File: src/rtl/alu_pipe.sv
// Registered ALU with valid/ready handshakes on input and output, carry/overflow flags,
// a tag pass-through and an iterative shift-add multiplier that stalls the input while it runs.
module alu_pipe #(
   parameter int WIDTH = 16,
   parameter int TAG_W = 4
) (
   input  logic             clk,
   input  logic             reset,
   input  logic             in_valid,
   output logic             in_ready,
   input  logic [WIDTH-1:0] a,
   input  logic [WIDTH-1:0] b,
   input  logic [3:0]       alu_control,
   input  logic [TAG_W-1:0] in_tag,
   output logic             out_valid,
   input  logic             out_ready,
   output logic [WIDTH-1:0] result,
   output logic [TAG_W-1:0] out_tag,
   output logic             zero,
   output logic             lt,
   output logic             carry,
   output logic             ovf
);

   // state      | meaning
   // S_IDLE     | single-cycle ops accepted; MUL accepted and started
   // S_MUL_BUSY | shift-add multiply running, input stalled
   typedef enum logic {S_IDLE, S_MUL_BUSY} state_t;

   localparam int                CNT_W    = $clog2(WIDTH);
   localparam logic [WIDTH-1:0]  WIDTH_V  = WIDTH'(WIDTH);
   localparam logic [CNT_W-1:0]  CNT_LAST = CNT_W'(WIDTH - 1);

   localparam logic [3:0] OP_SUB = 4'd1;
   localparam logic [3:0] OP_HAM = 4'd2;
   localparam logic [3:0] OP_XOR = 4'd3;
   localparam logic [3:0] OP_SRL = 4'd4;
   localparam logic [3:0] OP_AND = 4'd5;
   localparam logic [3:0] OP_OR  = 4'd6;
   localparam logic [3:0] OP_PSA = 4'd7;
   localparam logic [3:0] OP_SLL = 4'd8;
   localparam logic [3:0] OP_SRA = 4'd9;
   localparam logic [3:0] OP_MUL = 4'd10;
   localparam logic [3:0] OP_SLT = 4'd11;

   state_t state_q, state_d;

   logic [WIDTH-1:0] mcand_q, mcand_d;
   logic [WIDTH-1:0] mplier_q, mplier_d;
   logic [WIDTH-1:0] acc_q, acc_d;
   logic [CNT_W-1:0] cnt_q, cnt_d;
   logic [TAG_W-1:0] mtag_q, mtag_d;

   logic [WIDTH-1:0] result_q, result_d;
   logic [TAG_W-1:0] tag_q, tag_d;
   logic             zero_q, zero_d;
   logic             lt_q, lt_d;
   logic             carry_q, carry_d;
   logic             ovf_q, ovf_d;
   logic             valid_q, valid_d;

   logic             accept;
   logic             mul_start;
   logic             mul_done;
   logic [WIDTH-1:0] acc_step;

   logic [WIDTH:0]   sum_w;
   logic [WIDTH:0]   diff_w;
   logic [WIDTH-1:0] ham;
   logic             sh_big;
   logic [WIDTH-1:0] alu_res;
   logic             alu_carry;
   logic             alu_ovf;

   always_ff @(posedge clk) begin
      if (reset) state_q <= S_IDLE;
      else       state_q <= state_d;
   end

   always_comb begin
      state_d = state_q;
      case (state_q)
         S_IDLE:     if (mul_start) state_d = S_MUL_BUSY;
         S_MUL_BUSY: if (cnt_q == '0) state_d = S_IDLE;
         default:    state_d = S_IDLE;
      endcase
   end

   always_comb begin
      in_ready = !reset && (state_q == S_IDLE) && (!valid_q || out_ready);
      mul_done = (state_q == S_MUL_BUSY) && (cnt_q == '0);
   end

   assign accept    = in_valid && in_ready;
   assign mul_start = accept && (alu_control == OP_MUL);

   assign sum_w  = {1'b0, a} + {1'b0, b};
   assign diff_w = {1'b0, a} - {1'b0, b};
   assign sh_big = (b >= WIDTH_V);

   always_comb begin
      ham = '0;
      for (int i = 0; i < WIDTH; i++) ham = ham + WIDTH'(a[i] ^ b[i]);
   end

   // Opcodes 12-15 fall through to ADD along with 0.
   always_comb begin
      alu_res   = sum_w[WIDTH-1:0];
      alu_carry = sum_w[WIDTH];
      alu_ovf   = (a[WIDTH-1] == b[WIDTH-1]) && (sum_w[WIDTH-1] != a[WIDTH-1]);
      case (alu_control)
         OP_SUB: begin
            alu_res   = diff_w[WIDTH-1:0];
            alu_carry = ~diff_w[WIDTH];
            alu_ovf   = (a[WIDTH-1] != b[WIDTH-1]) && (diff_w[WIDTH-1] != a[WIDTH-1]);
         end
         OP_HAM, OP_XOR, OP_SRL, OP_AND, OP_OR, OP_PSA, OP_SLL, OP_SRA, OP_MUL, OP_SLT: begin
            alu_carry = 1'b0;
            alu_ovf   = 1'b0;
            case (alu_control)
               OP_HAM:  alu_res = ham;
               OP_XOR:  alu_res = a ^ b;
               OP_SRL:  alu_res = sh_big ? '0 : (a >> b);
               OP_AND:  alu_res = a & b;
               OP_OR:   alu_res = a | b;
               OP_PSA:  alu_res = a;
               OP_SLL:  alu_res = sh_big ? '0 : (a << b);
               OP_SRA:  alu_res = sh_big ? {WIDTH{a[WIDTH-1]}} : WIDTH'($signed(a) >>> b);
               OP_SLT:  alu_res = {{(WIDTH-1){1'b0}}, ($signed(a) < $signed(b))};
               default: alu_res = '0;
            endcase
         end
         default: ;
      endcase
   end

   assign acc_step = acc_q + (mplier_q[0] ? mcand_q : '0);

   always_comb begin
      mcand_d  = mcand_q;
      mplier_d = mplier_q;
      acc_d    = acc_q;
      cnt_d    = cnt_q;
      mtag_d   = mtag_q;
      if (mul_start) begin
         mcand_d  = a;
         mplier_d = b;
         acc_d    = '0;
         cnt_d    = CNT_LAST;
         mtag_d   = in_tag;
      end else if (state_q == S_MUL_BUSY) begin
         mcand_d  = mcand_q << 1;
         mplier_d = mplier_q >> 1;
         acc_d    = acc_step;
         cnt_d    = cnt_q - 1'b1;
      end
   end

   // A MUL only starts once the output stage is empty or draining, so mul_done never overwrites.
   always_comb begin
      result_d = result_q;
      tag_d    = tag_q;
      carry_d  = carry_q;
      ovf_d    = ovf_q;
      valid_d  = valid_q;
      zero_d   = zero_q;
      lt_d     = lt_q;
      if (mul_done) begin
         result_d = acc_step;
         tag_d    = mtag_q;
         carry_d  = 1'b0;
         ovf_d    = 1'b0;
         valid_d  = 1'b1;
      end else if (accept && !mul_start) begin
         result_d = alu_res;
         tag_d    = in_tag;
         carry_d  = alu_carry;
         ovf_d    = alu_ovf;
         valid_d  = 1'b1;
      end else if (valid_q && out_ready) begin
         valid_d  = 1'b0;
      end
      if (mul_done || (accept && !mul_start)) begin
         zero_d = (result_d == '0);
         lt_d   = result_d[WIDTH-1];
      end
   end

   always_ff @(posedge clk) begin
      if (reset) begin
         mcand_q  <= '0;
         mplier_q <= '0;
         acc_q    <= '0;
         cnt_q    <= '0;
         mtag_q   <= '0;
         result_q <= '0;
         tag_q    <= '0;
         zero_q   <= 1'b0;
         lt_q     <= 1'b0;
         carry_q  <= 1'b0;
         ovf_q    <= 1'b0;
         valid_q  <= 1'b0;
      end else begin
         mcand_q  <= mcand_d;
         mplier_q <= mplier_d;
         acc_q    <= acc_d;
         cnt_q    <= cnt_d;
         mtag_q   <= mtag_d;
         result_q <= result_d;
         tag_q    <= tag_d;
         zero_q   <= zero_d;
         lt_q     <= lt_d;
         carry_q  <= carry_d;
         ovf_q    <= ovf_d;
         valid_q  <= valid_d;
      end
   end

   assign out_valid = valid_q;
   assign result    = result_q;
   assign out_tag   = tag_q;
   assign zero      = zero_q;
   assign lt        = lt_q;
   assign carry     = carry_q;
   assign ovf       = ovf_q;

endmodule

File: config.mk
export PLATFORM = sky130hd
export DESIGN_NAME = alu_pipe
export DESIGN_NICKNAME = d
export VERILOG_FILES = /design/src/rtl/alu_pipe.sv
export SDC_FILE = /design/constraint.sdc
export NUM_CORES = 1
export LEC_CHECK = 0
export CORE_MARGIN = 2
export CORE_UTILIZATION = 40
export DETAILED_ROUTE_END_ITERATION = 12
export MAX_ROUTING_LAYER = met4
export PLACE_DENSITY = 0.6
export SLEW_MARGIN = 15
export SYNTH_ARGS = -nofsm -noshare
export SYNTH_HDL_FRONTEND = slang
export SYNTH_SLANG_ARGS = --single-unit
File: constraint.sdc
create_clock -name clk -period 5.48 [get_ports clk]
set_input_delay 0.548 -clock clk [delete_from_list [all_inputs] [get_ports clk]]
set_output_delay 0.548 -clock clk [all_outputs]
set_load 0.1 [all_outputs]
==> summary.md <==
| Metric | Value |
|---|---|
| Routed vias | `10200` |
| Hold/Removal Path Class | `reg2reg` |
| Met1 wire length | `18.8 mm` |
| Final #Nets | `1425` |
| Total track usage | `0.341` |
| Fin Setup TNS | `0 ps` |
| Top_reg_cell synth | `dfxtp_1` |
| Die span in y | `approximately 160 um` |
| Clk Latency, worst-skew pair | `340 ps` |
| Period utilisation layout | `0.974` |
| Fin Clk Skew | `8.20 ps` |
| WP buf/inv | `6` |
| N_diodes | `0` |
| Routed WL | `41.7 mm` |
| Status | `completed` |
| DR WL met2 | `17.7 mm` |
| Area grow syn2layout | `19.4%` |
| Synthesized flop and latch total | `82` |
| Crit-path cells | `buf_8 > inv_6 > ha_4 > inv_4 > fa_1 > inv_2 > fa_1 > inv_2 > fa_1 > inv_2 > fa_1 > ha_2 > fa_1 > xnor2_1 > nor4_1 > a311o_1 > a2111oi_2 > o311a_1 > o21ai_0 > o221ai_1 > nand4_1 > nor4b_2 > a31o_1` |
| Worst-path maximum fanout | `2` |
| Syn nets | `1352` |
| Critical-path top delay cell | `fa_1` |
| Max-slew headroom | `0.322` |
| Clk sinks | `roughly 80` |
| Initial antenna violation count | `0` |
| Power, Total | `roughly 2.4 mW` |
| Slew @ Worst Pin | `1010 ps` |
| Cell Pwr Density | `212 mW/mm^2` |
| Final setup vio count | `0` |
| Met3 wire len | `3.76 mm` |
| Remaining Overflow, GRT | `0` |
| Leakage | `4.46 nW` |
| Max Used Layer | `met4` |
| Htree depth | `3` |
| Async SR Flop Fraction | `0` |
| Clock Tree Root | `clkbuf_16` |
| GP Congestion | `1.03` |
| Clock Path Buffers | `2` |
| Final hold violation count | `0` |
| Synth Instances | `1225` |
| DRC errors left | `0` |
| Setup CP Type | `in2reg` |
| R2r worst-path depth | `13` |
| Fmax | `0.187 GHz` |
| Clock transition at the registers of the reported paths | `60 ps` |
| I/O Pins | `70` |
| Max cap viols | `0` |
| Worst hold stages | `2` |
| Yosys warns | `0` |
| Core Rows | `56` |
| Max Slew Vio Count | `0` |
| First-pass GRT wire length | `around 60 mm` |
| Crit path time final | `5340 ps` |
| Delay-heaviest family, CP | `adder cells` |
| Layout cells sized above 1 | `0.185` |
| Number of synthesized flops with an enable pin | `0` |
| Peak supply drop | `115 uV` |
| DR pass1 iterations | `6` |
| Most frequent cell on the critical path | `fa_1` |
| IO Port Bufs | `69` |
| CP startpoint kind | `input port` |
| Crit path DAT | `5630 ps` |
| Sequential share of the synthesized area | `0.172` |
| Critical path data required time | `5770 ps` |
| Largest net degree at the start of global routing | `70` |
| HPWL Detailed | `31.9 mm` |
| Die width | `~160 um` |
| Die area | `0.0251 sq mm` |
| Crit-path max cell delay | `~550 ps` |
| Num CTS Buffers | `9` |
| Mapped cell area | `0.00953 sq mm` |
| Syn_area_per_cell | `between 7 and 8 sq um` |
| Critical Path Stages | `23` |
| Yosys cell types | `90` |
| Initial core utilization | `0.407` |
| Post-route ant nets | `0` |
| Fillers | `2400` |
| Core area | `0.0234 sq mm` |
| Vias in the first global route | `9434` |
| Routed wire length per instance | `25.7 um` |
| CTS tree | `yes` |
| Layout Utilization | `0.486` |
| Vias/cell | `6.30` |
| Number of hold buffers added after CTS | `0` |
| 1st-iter DRT viols | `947` |
| Worst setup EP type | `flip-flop` |
| RSZ-0062 raised after global routing | `yes` |
cells by family after synthesis:
kind of cell / synth area share
flip-flops: 0.172
AND/OR/NAND/NOR: 0.208
AO/OA/AOI/OAI: 0.266
multiplexers: 0.137
XOR/XNOR: 0.0248
buffers and inverters: 0.0724
adder cells (fa/ha/maj): 0.119
Yosys cell counts, types with 16 or more instances:
library cell  instances  area, sq um
nor2_1              153          574
nand2_1              89          334
a21oi_1              85          425
dfxtp_1              82         1640
ha_1                 70          876
clkbuf_1             66          248
inv_1                65          244
mux2i_1              63          631
o21ai_0              47          235
a211oi_1             30          225
buf_2                26          130
mux4_2               26          586
nor3_1               26          130
a221oi_1             22          193
and2_1               19          119
nand2b_1             17          106
o22ai_1              17          106
a22oi_1              16          120
nand3_1              16         80.1
xnor2_1              16          140
power breakdown:
part,switching (mW),leakage (nW),internal [mW]
Sequential,0.0114,0.665,0.613
Clock,0.263,0.150,0.370
Combinational,0.703,3.64,0.455
path summary, 6_finish.rpt:
| check | start | slack [ps] | end |
|---|---|---|---|
| worst min register to register | out_tag[1]$_SDFFE_PP0P_ | 450 | out_tag[1]$_SDFFE_PP0P_ |
| worst min-delay path | out_tag[1]$_SDFFE_PP0P_ | 450 | out_tag[1]$_SDFFE_PP0P_ |
| worst max register to register | mplier_q[0]$_SDFFE_PP0P_ | 2000 | zero$_SDFFE_PP0P_ |
| worst max-delay path | b[7] | 140 | zero$_SDFFE_PP0P_ |
worst reg2reg max path: cells and delay by family (launching register included):
family,cells,cell delay (ps)
AO/OA/AOI/OAI,7,1470
XOR/XNOR,1,340
adder cells (fa/ha/maj),2,560
buffers and inverters,1,50
flip-flops,1,630
AND/OR/NAND/NOR,2,340
metrics by stage:
| step | setup WS [ps] | std cells | hold WS (ps) | cell area, sq um |
|---|---|---|---|---|
| floorplan | -21.2 | 1225 | 436 | 9660 |
| global placement | -739 | 1602 | 443 | 10900 |
| detailed placement | -887 | 1602 | 449 | 10900 |
| CTS | 7.96 | 1618 | 458 | 11300 |
| global route | -37.5 | 1622 | 481 | 11400 |
| finish | 143 | 1622 | 454 | 11400 |
placed cells by master, fill, tap and decap left out, types with 15 or more instances in the layout:
cell	instances
dfxtp_1	81
a221oi_1	22
o22ai_1	17
nand2b_1	17
clkdlybuf4s50_1	47
a22oi_1	15
nand2_1	89
a21oi_1	85
ha_1	58
and2_1	19
nand3_1	16
nor2b_1	15
mux2i_1	63
o21ai_0	47
buf_4	102
nor2_1	153
nor3_1	25
mux4_2	26
inv_2	18
xnor2_1	16
inv_1	41
a211oi_1	30
flip-flops by register name (all words and copies together), names as in the netlist:
| name | count |
|---|---|
| carry | 1 |
| mtag_q | 4 |
| result | 16 |
| lt | 1 |
| cnt_q | 4 |
| ovf | 1 |
| acc_q | 16 |
| out_valid | 1 |
| out_tag | 4 |
| zero | 1 |
| state_q | 1 |
| mplier_q | 16 |
| mcand_q | 16 |
area by class of cell:
cell class	count	area [sq um]	area share
sequential	82	1640	0.144
tap	319	399	0.0351
inverter	67	273	0.0240
multi-input combinational	972	7380	0.649
clock inverter	6	72.6	0.00638
timing repair buffer	166	1370	0.121
clock buffer	10	239	0.0210
layer usage:
| layer | up-vias | GRT usage |
|---|---|---|
| met5 | - | - |
| met4 | 0 | 0.109 |
| met3 | 73 | 0.0623 |
| met2 | 543 | 0.493 |
| met1 | 4943 | 0.482 |
| li1 | 4654 | - |
timing repair:
action,in CTS,in global routing
setup endpoints to repair,3,1
resized for setup,60,60
endpoints found under the hold margin,0,0
setup buffers,0,4
pin swaps,10,18
Power figures use the tool's default switching activity.
